--- src/rtl/edge_stim_gen_if.sv ---
// Control, timing-config and stimulus-output bundle for edge_stim_gen.
// The master side issues requests and config; the slave side drives the stimulus pins.
interface edge_stim_gen_if #(
    parameter int W  = 8,
    parameter int CW = 8
);
    logic          start;
    logic          abort;
    logic [W-1:0]  data_in;
    logic [CW-1:0] period;
    logic [CW-1:0] high_w;
    logic [CW-1:0] setup_t;
    logic [CW-1:0] hold_t;
    logic          data_o;
    logic          strobe_o;
    logic          busy;
    logic          done;
    logic          cfg_err;

    modport master (
        output start, abort, data_in, period, high_w, setup_t, hold_t,
        input  data_o, strobe_o, busy, done, cfg_err
    );

    modport slave (
        input  start, abort, data_in, period, high_w, setup_t, hold_t,
        output data_o, strobe_o, busy, done, cfg_err
    );
endinterface

--- src/rtl/edge_stim_gen.sv ---
// Serializes a W-bit word MSB first and emits a strobe, with setup/hold/width/period
// programmed per transaction in clk ticks. All outputs are registered.
module edge_stim_gen #(
    parameter int W  = 8,
    parameter int CW = 8
) (
    input logic            clk,
    input logic            clr,
    edge_stim_gen_if.slave bus
);
    localparam int IW = (W > 1) ? $clog2(W) : 1;

    typedef enum logic {IDLE, RUN} state_t;

    state_t        state, state_n;
    logic [CW-1:0] t, t_n;
    logic [IW-1:0] idx, idx_n;
    logic [W-1:0]  word, word_n;
    logic [CW-1:0] per_q, per_n, hw_q, hw_n, su_q, su_n, ho_q, ho_n;
    logic          data_n, strobe_n, busy_n, done_n, err_n;
    logic          cfg_ok;
    logic [CW:0]   su_hw_n, su_ho_n;

    // Sums are one bit wider than the fields so large values cannot wrap into range.
    assign cfg_ok = (bus.period >= CW'(2)) && (bus.high_w != '0) && (bus.setup_t != '0)
                 && (({1'b0, bus.setup_t} + {1'b0, bus.high_w}) <= {1'b0, bus.period})
                 && (({1'b0, bus.setup_t} + {1'b0, bus.hold_t})
                     <= ({1'b0, bus.period} - (CW+1)'(1)));

    always_comb begin
        // NOTE: every signal gets a default before the case so no path leaves it unassigned (no latches).
        state_n = state;
        t_n     = t;
        idx_n   = idx;
        word_n  = word;
        per_n   = per_q;
        hw_n    = hw_q;
        su_n    = su_q;
        ho_n    = ho_q;
        done_n  = 1'b0;
        err_n   = 1'b0;

        case (state)
            IDLE: begin
                if (bus.start) begin
                    if (cfg_ok) begin
                        state_n = RUN;
                        t_n     = '0;
                        idx_n   = IW'(W - 1);
                        word_n  = bus.data_in;
                        per_n   = bus.period;
                        hw_n    = bus.high_w;
                        su_n    = bus.setup_t;
                        ho_n    = bus.hold_t;
                    end else begin
                        err_n = 1'b1;
                    end
                end
            end
            RUN: begin
                if (bus.abort) begin
                    state_n = IDLE;
                end else if (t == per_q - CW'(1)) begin
                    t_n = '0;
                    if (idx == '0) begin
                        state_n = IDLE;
                        done_n  = 1'b1;
                    end else begin
                        idx_n = idx - IW'(1);
                    end
                end else begin
                    t_n = t + CW'(1);
                end
            end
            default: state_n = IDLE;
        endcase

        // Outputs are derived from next-state values so the registered pins line up with t.
        su_hw_n  = {1'b0, su_n} + {1'b0, hw_n};
        su_ho_n  = {1'b0, su_n} + {1'b0, ho_n};
        busy_n   = (state_n == RUN);
        data_n   = busy_n && ({1'b0, t_n} <= su_ho_n) && word_n[idx_n];
        strobe_n = busy_n && (t_n >= su_n) && ({1'b0, t_n} < su_hw_n);
    end

    always_ff @(posedge clk or posedge clr) begin
        if (clr) begin
            state        <= IDLE;
            t            <= '0;
            idx          <= '0;
            word         <= '0;
            per_q        <= '0;
            hw_q         <= '0;
            su_q         <= '0;
            ho_q         <= '0;
            bus.data_o   <= 1'b0;
            bus.strobe_o <= 1'b0;
            bus.busy     <= 1'b0;
            bus.done     <= 1'b0;
            bus.cfg_err  <= 1'b0;
        end else begin
            // NOTE: non-blocking assignments so every register samples pre-edge values.
            state        <= state_n;
            t            <= t_n;
            idx          <= idx_n;
            word         <= word_n;
            per_q        <= per_n;
            hw_q         <= hw_n;
            su_q         <= su_n;
            ho_q         <= ho_n;
            bus.data_o   <= data_n;
            bus.strobe_o <= strobe_n;
            bus.busy     <= busy_n;
            bus.done     <= done_n;
            bus.cfg_err  <= err_n;
        end
    end
endmodule

--- src/flat_wrapper.sv ---
// flat-port wrapper written by rule: the top's interface ports become plain ports
module edge_stim_gen_flat 
#(
    parameter int W  = 8,
    parameter int CW = 8
)
  (clk, clr, bus_start, bus_abort, bus_data_in, bus_period, bus_high_w, bus_setup_t, bus_hold_t, bus_data_o, bus_strobe_o, bus_busy, bus_done, bus_cfg_err);
  edge_stim_gen_if #(.W(W), .CW(CW)) bus_i ();
  input logic clk;
  input logic clr;
  input wire logic [$bits(bus_i.start)-1:0] bus_start;
  input wire logic [$bits(bus_i.abort)-1:0] bus_abort;
  input wire logic [$bits(bus_i.data_in)-1:0] bus_data_in;
  input wire logic [$bits(bus_i.period)-1:0] bus_period;
  input wire logic [$bits(bus_i.high_w)-1:0] bus_high_w;
  input wire logic [$bits(bus_i.setup_t)-1:0] bus_setup_t;
  input wire logic [$bits(bus_i.hold_t)-1:0] bus_hold_t;
  output wire logic [$bits(bus_i.data_o)-1:0] bus_data_o;
  output wire logic [$bits(bus_i.strobe_o)-1:0] bus_strobe_o;
  output wire logic [$bits(bus_i.busy)-1:0] bus_busy;
  output wire logic [$bits(bus_i.done)-1:0] bus_done;
  output wire logic [$bits(bus_i.cfg_err)-1:0] bus_cfg_err;
  assign bus_i.start = bus_start;
  assign bus_i.abort = bus_abort;
  assign bus_i.data_in = bus_data_in;
  assign bus_i.period = bus_period;
  assign bus_i.high_w = bus_high_w;
  assign bus_i.setup_t = bus_setup_t;
  assign bus_i.hold_t = bus_hold_t;
  assign bus_data_o = bus_i.data_o;
  assign bus_strobe_o = bus_i.strobe_o;
  assign bus_busy = bus_i.busy;
  assign bus_done = bus_i.done;
  assign bus_cfg_err = bus_i.cfg_err;
  edge_stim_gen #(.W(W), .CW(CW)) u_core (.clk(clk), .clr(clr), .bus(bus_i));
endmodule
--- config.mk ---
export PLATFORM = sky130hd
export DESIGN_NAME = edge_stim_gen_flat
export DESIGN_NICKNAME = d
export VERILOG_FILES = /design/src/rtl/edge_stim_gen_if.sv /design/src/rtl/edge_stim_gen.sv /design/src/flat_wrapper.sv
export SDC_FILE = /design/constraint.sdc
export NUM_CORES = 1
export LEC_CHECK = 0
export BUFFER_PORTS_ARGS = -buffer_cell sky130_fd_sc_hd__buf_2
export CAP_MARGIN = 10
export CORE_MARGIN = 4
export CORE_UTILIZATION = 30
export DETAILED_ROUTE_END_ITERATION = 16
export SETUP_SLACK_MARGIN = 0.02
export SLEW_MARGIN = 20
export SYNTH_ARGS = -nofsm -noshare
export SYNTH_HDL_FRONTEND = slang
export SYNTH_SLANG_ARGS = --single-unit
--- constraint.sdc ---
create_clock -name clk -period 7.4 [get_ports clk]
set_input_delay 1.11 -clock clk [delete_from_list [all_inputs] [get_ports clk]]
set_output_delay 1.11 -clock clk [all_outputs]
set_load 0.02 [all_outputs]
After elaboration in Yosys (flattened, before gate mapping)
Index checks and enable logic that the tools add are counted.
{"block": "classes", "n_shift": 0, "n_eq_ne": 1, "addsub": 8, "n_reduce_logical": 12, "n_mux": 38, "n_lt_le_gt_ge": 7, "div_mod_pow": 0, "n_mul": 0, "bitwise": 1}
{"operator": "$mux W8", "n": 16}
{"operator": "$add A8 B8 Y9", "n": 4}
{"operator": "$pmux W8 S2", "n": 1}
{"operator": "$reduce_bool A8 Y1", "n": 2}
{"operator": "$mux W3", "n": 5}
{"operator": "$mux W1", "n": 13}
{"operator": "$le A8 B9 Y1", "n": 1}
{"operator": "$le A9 B8 Y1", "n": 1}
{"operator": "$le A9 B9 Y1", "n": 1}
{"operator": "$lt A8 B9 Y1", "n": 1}
{"operator": "$sub A8 B1 Y9 const B", "n": 1}
{"operator": "$add A8 B1 Y8 const B", "n": 1}
{"operator": "$eq A8 B8 Y1", "n": 1}
{"operator": "$ge A8 B2 Y1 const B", "n": 1}
{"operator": "$ge A8 B8 Y1", "n": 1}
{"operator": "$logic_and A1 B1 Y1", "n": 8}
{"operator": "$sub A8 B1 Y8 const B", "n": 1}
{"operator": "$pmux W3 S2", "n": 1}
{"operator": "$lt A3 B4 Y1 const B", "n": 1}
{"operator": "$bmux W1 S3", "n": 1}
{"operator": "$logic_not A3 Y1", "n": 1}
{"operator": "$reduce_and A3 Y1", "n": 1}
{"operator": "$sub A3 B1 Y3 const B", "n": 1}
{"operator": "$pmux W1 S2", "n": 1}
{"operator": "$not A1 Y1", "n": 1}
{"block": "word_totals", "latch_bits": 0, "rom_bits": 0, "n_memories": 0, "inputBits": 44, "mem_bits_rw": 0, "reg_bits": 56}

Depth between registers and ports, before layout
{"block": "logic_depth", "ltp_word": 12, "mapped_depth": 34}

Worst setup path after synthesis
No wires, ideal clock.
{"block": "synth_timing", "path_type": "in2reg", "startpoint": "in bus_hold_t[0]", "endpoint": "reg u_core.bus.strobe_o", "required_time_ps": 7314, "t_arrival_ps": 7439, "path_stages": 32, "setup_time_ps": 86, "slack_ps": -125, "n_path_buf": 2, "cell_sequence": "ha_1 fa_1 a21o_1 a21oi_1 o21bai_1 a21oi_1 nor2b_1 o21ai_0 nand2b_1 ha_1 nand2_1 nor3_1 a21oi_1 a2111oi_1 nand2_1 clkbuf_1 clkbuf_1 o21ai_0 ha_1 a21o_1 maj3_1 o21ai_0 a21oi_1 o21ai_0 nor2b_1 xor2_1 ha_1 o21a_1 o21a_1 o21ai_0 nor3_1 nor3_1"}
{"block": "synth_between", "elab_chain_cells": 9}
{"element": "start, declared", "line_no": "flat_wrapper.sv:17", "text": "input wire logic [$bits(bus_i.hold_t)-1:0] bus_hold_t;"}
{"element": "$add A8 B8 Y9", "line_no": "edge_stim_gen.sv:27", "text": "&& (({1'b0, bus.setup_t} + {1'b0, bus.hold_t})"}
{"element": "$le A9 B9 Y1", "line_no": "edge_stim_gen.sv:28", "text": "<= ({1'b0, bus.period} - (CW+1)'(1)));"}
{"element": "$logic_and A1 B1 Y1", "line_no": "edge_stim_gen.sv:27"}
{"element": "$mux W8", "line_no": "edge_stim_gen.sv:46", "text": "if (cfg_ok) begin"}
{"element": "$mux W8", "line_no": "edge_stim_gen.sv:45", "text": "if (bus.start) begin"}
{"element": "$mux W8", "line_no": "edge_stim_gen.sv:43", "text": "case (state)"}
{"element": "via u_core.hw_n[1]", "line_no": "edge_stim_gen.sv:19", "text": "logic [CW-1:0] per_q, per_n, hw_q, hw_n, su_q, su_n, ho_q, ho_n;"}
{"element": "$add A8 B8 Y9", "line_no": "edge_stim_gen.sv:79", "text": "su_hw_n = {1'b0, su_n} + {1'b0, hw_n};"}
{"element": "$lt A8 B9 Y1", "line_no": "edge_stim_gen.sv:83", "text": "strobe_n = busy_n && (t_n >= su_n) && ({1'b0, t_n} < su_hw_n);"}
{"element": "$logic_and A1 B1 Y1", "line_no": "edge_stim_gen.sv:83"}
{"element": "via u_core.strobe_n", "line_no": "edge_stim_gen.sv:20", "text": "logic data_n, strobe_n, busy_n, done_n, err_n;"}
{"element": "end signal, assigned", "line_no": "edge_stim_gen.sv:112", "text": "bus.strobe_o <= strobe_n;"}
{"element": "end, declared", "line_no": "edge_stim_gen_if.sv:27", "text": "output data_o, strobe_o, busy, done, cfg_err"}
The timed path passes the listed nets, and every way through them passes these cells.
A chain may end at the register's enable or synchronous reset.

Final worst setup path
{"block": "layout_timing", "startpoint": "in bus_setup_t[0]", "endpoint": "reg u_core.bus.data_o"}
{"block": "layout_between", "elab_chain_cells": 11}
{"element": "start, declared", "line_no": "flat_wrapper.sv:16", "text": "input wire logic [$bits(bus_i.setup_t)-1:0] bus_setup_t;"}
{"element": "$add A8 B8 Y9 / $reduce_bool A8 Y1 (equally long branches)", "line_no": "edge_stim_gen.sv:26, edge_stim_gen.sv:25"}
{"element": "$le A9 B8 Y1 / $logic_and A1 B1 Y1 (equally long branches)", "line_no": "edge_stim_gen.sv:26, edge_stim_gen.sv:25"}
{"element": "$logic_and A1 B1 Y1", "line_no": "edge_stim_gen.sv:26", "text": "&& (({1'b0, bus.setup_t} + {1'b0, bus.high_w}) <= {1'b0, bus.period})"}
{"element": "$logic_and A1 B1 Y1 *", "line_no": "edge_stim_gen.sv:27"}
{"element": "$mux W8 *", "line_no": "edge_stim_gen.sv:46"}
{"element": "$mux W8 *", "line_no": "edge_stim_gen.sv:45"}
{"element": "$mux W8 *", "line_no": "edge_stim_gen.sv:43"}
{"element": "via u_core.ho_n[0]", "line_no": "edge_stim_gen.sv:19"}
{"element": "$add A8 B8 Y9 *", "line_no": "edge_stim_gen.sv:80", "text": "su_ho_n = {1'b0, su_n} + {1'b0, ho_n};"}
{"element": "$le A8 B9 Y1 *", "line_no": "edge_stim_gen.sv:82", "text": "data_n = busy_n && ({1'b0, t_n} <= su_ho_n) && word_n[idx_n];"}
{"element": "$logic_and A1 B1 Y1 * (2 in a row)", "line_no": "edge_stim_gen.sv:82"}
{"element": "via u_core.data_n", "line_no": "edge_stim_gen.sv:20"}
{"element": "end signal, assigned", "line_no": "edge_stim_gen.sv:111", "text": "bus.data_o <= data_n;"}
{"element": "end, declared", "line_no": "edge_stim_gen_if.sv:27"}
The timed path passes the listed nets; every way through them passes the cells marked *. The select of a mux whose other input is x is not followed.

==> summary.md <==
| Metric | Value |
|---|---|
| Outcome | finished clean |
| Max cap viols | 0 |
| Post-layout min period | 6900 ps |
| Slew HR | 36.6% |
| WS Path Type | in2reg |
| Clk pin slew, worst setup/hold paths | 70 ps |
| Yosys top cell by area | dfrtp_1 |
| Critical-path maximum fanout | 23 |
| Grt ovf | 0 |
| Power per cell area | 359 mW/mm^2 |
| CP bufs+invs | 2 |
| Async SR Flop Fraction | 100% |
| Remaining DRCs | 0 |
| Crit path DAT | 7080 ps |
| Diodes inserted | 0 |
| Sequential power share | 23.5% |
| NumNets Final | 765 |
| Cells after Synth | 579 |
| Wire per inst | 15.2 um |
| Worst vdd ir | 0.136 mV |
| Core area | 0.0166 mm^2 |
| Largest family of logic cells by synthesized area | adder cells |
| Worst setup EP type | flop |
| Hold Path Class | reg2reg |
| Synth-to-layout area growth | 16.3% |
| CP required | 7580 ps |
| Mean Syn Cell Area | 8.76 um^2 |
| Register area share after synthesis | 27.6% |
| Dpl hpwl | 10,700 um |
| PortBufs | 48 |
| CP dominant cell by count | ha_1 |
| Library cells used by synthesis | 67 |
| Final-report setup violation count | 0 |
| Reg2Reg Depth | 19 |
| Post-route ant nets | 0 |
| Power, Total | 2.12 mW |
| Vias in the first global route | 4,140 |
| WP depth | 31 |
| RePlAce Congestion | 0.842 |
| Final Slew Violations | 0 |
| Switching share of power | 43.9% |
| CTS sink cnt | 56 |
| Setup slack at placement | -16.1 ps |
| Slew @ Worst Pin | 942 ps |
| CTS root buf | clkbuf_16 |
| Compound-Gate Fraction of Synth Area | 18.5% |
| Final core utilization | 35.6% |
| Synth Area in Simple Gates | 18.0% |
| Die height | 138 um |
| Initial antenna violation count | 0 |
| Final instance area | 0.00590 mm^2 |
| Pin count of the biggest net entering global routing | 57 |
| Hold depth | 2 |
| Xor/xnor share of the synthesized area | 7.99% |
| Share of the synthesized area in the top cell type | 27.6% |
| FILL cells | 1,737 |
| I/O pins | 49 |
| Number of flops mapped to enable cells by yosys | 0 |
| First-pass GRT wire length | 21,600 um |
| First DRT Iteration DRCs | 243 |
| Via density per instance | 4.92 |
| Sequential Area | 0.00140 mm^2 |
| Clk Latency, worst-skew pair | 300 ps |
| Post-Syn Area | 0.00507 mm^2 |
| Internal Power | 1.19 mW |
| Fin crit share | 93.2% |
| Clk pwr share | 13.1% |
| Drt pass-1 iters | 4 |
| Post-synthesis mux area share | 2.51% |
| Placed instance area | 0.00567 mm^2 |
| P_sw | 930 uW |
| Leakage | 2.93 nW |
| Post-synthesis adder-cell area fraction | 21.3% |
| Skew final | 4.63 ps |
| Die Area | 0.0191 mm^2 |
| Unrepaired setup endpoints after global routing | no |
| Clk buf depth | 2 |
| Largest stage delay, worst path | 430 ps |
| Synth warn | 0 |
| Routed WL | 13,100 um |
| Total GRT Usage | 13.7% |
| Seq cells post-synth | 56 |
| Area contributors post-synth | dfrtp_1 28%, ha_1 19%, nand2_1 7.0% |
| Slack of the critical path | 502 ps |
| Startpoint types | input pin |
| Top FF cell, synth | dfrtp_1 |
| Multi-input logic area | 0.00351 mm^2 |
| Mapped Nets | 703 |
| Slowest CP cell | a2111oi_4 |
| Initial core utilization | 30.6% |
| Final Hold Viols | 0 |
| CTS Buf Count | 5 |
| CP top delay family | compound AO/OA/AOI/OAI gates |
| TritonCTS clock tree | built |
| Vias | 4,239 |
| Highest Clock Rate | 0.145 GHz |
| Commonest non-fill, non-tap cell in the layout | nand2_1 |
| Layout cells sized above 1 | 15.0% |
| H-tree depth | 2 |
| Most frequent cells in the layout | 93 x nand2_1, 76 x ha_1, 56 x dfrtp_1, 48 x buf_2, 45 x inv_1 |
| # rows | 47 |
| Chip width | 138 um |
| Logic pwr share | 63.4% |
power by group through the flow:
stage	clock network (mW)	registers, mW	logic, mW
floorplan	0	0.487	0.998
global placement	0	0.502	1.31
detailed placement	0	0.503	1.31
CTS	0.283	0.498	1.33
global route	0.296	0.514	1.53
finish	0.277	0.497	1.34
through the flow:
step / hold slack (ps) / TNS (ps) / cells
CTS: 487 / 0 / 859
global placement: 465 / 0 / 851
global route: 501 / 0 / 862
finish: 484 / 0 / 862
floorplan: 444 / 0 / 579
detailed placement: 470 / -16.1 / 851
registers in the layout, indices dropped and copies added (netlist names):
signal	flops
u_core.ho_q	8
u_core.hw_q	8
u_core.per_q	8
u_core.su_q	8
u_core.t	8
u_core.word	8
u_core.idx	3
u_core.bus.busy	1
u_core.bus.cfg_err	1
u_core.bus.data_o	1
u_core.bus.done	1
u_core.bus.strobe_o	1
metal layers:
metal	GRT usage (%)	vias to the layer above	wire length, um
li1	-	2193	-
met5	0	-	0
met2	23.6	54	6430
met1	18.4	1981	6190
met4	3.85	0	222
met3	1.35	11	299
logic make-up after synthesis:
| group | count (synthesis) |
|---|---|
| AO/OA/AOI/OAI | 139 |
| flip-flops | 56 |
| XOR/XNOR | 43 |
| AND/OR/NAND/NOR | 188 |
| adder cells (fa/ha/maj) | 85 |
| multiplexers | 12 |
| buffers and inverters | 56 |
Yosys cell counts, types with 3 or more instances:
library cell / n
nand2_1: 94
ha_1: 76
dfrtp_1: 56
inv_1: 46
a21oi_1: 34
o21ai_0: 28
xnor2_1: 28
nor2_1: 21
xor2_1: 13
nand3_1: 12
a21o_1: 11
nand2b_1: 11
o21a_1: 9
nand4_1: 8
nor3_1: 8
clkbuf_1: 7
nor2b_1: 7
o21bai_1: 7
mux2_2: 6
mux2i_1: 6
nor4_1: 6
a211oi_1: 5
and3_1: 5
maj3_1: 5
fa_1: 4
o211ai_1: 4
a211o_1: 3
buf_1: 3
o211a_1: 3
worst register-to-register path, stage by stage (launching register included):
cell	delay, ps
dfrtp_1	430
inv_1	100
ha_1	330
xor3_1	370
o22a_1	190
a2111o_1	510
or2_2	380
o21ai_1	360
nor2_1	90
o21ai_0	140
o21ai_0	290
ha_1	410
a21oi_1	150
o22ai_1	90
o21a_1	160
o21a_1	160
o21a_1	160
o21ai_0	140
a41oi_1	70
a2111oi_2	300
final cells by class:
type	instances	share of cell area, %
Tap cell	220	4.66
Timing Repair Buffer	65	6.36
Inverter	46	2.92
Sequential cell	56	23.7
Clock buffer	6	2.18
Multi-Input combinational cell	467	59.5
Clock inverter	2	0.657
worst paths after layout:
path | start | slack, ps | end
worst max-delay path | bus_setup_t[0] | 500 | u_core.bus.data_o
worst min-delay path | u_core.hw_q[0] | 480 | u_core.hw_q[0]
worst max register to register | u_core.per_q[0] | 2500 | u_core.bus.data_o
worst min register to register | u_core.hw_q[0] | 480 | u_core.hw_q[0]
max in group asynchronous | clr | 5900 | u_core.ho_q[5]
min in group asynchronous | clr | 990 | u_core.bus.done
what timing repair did:
action,in CTS,in global routing
endpoints found under the setup margin,0,2
hold buffers,0,0
gates resized for setup,0,11
setup buffers,0,3
(Power assumes the default switching activity.)
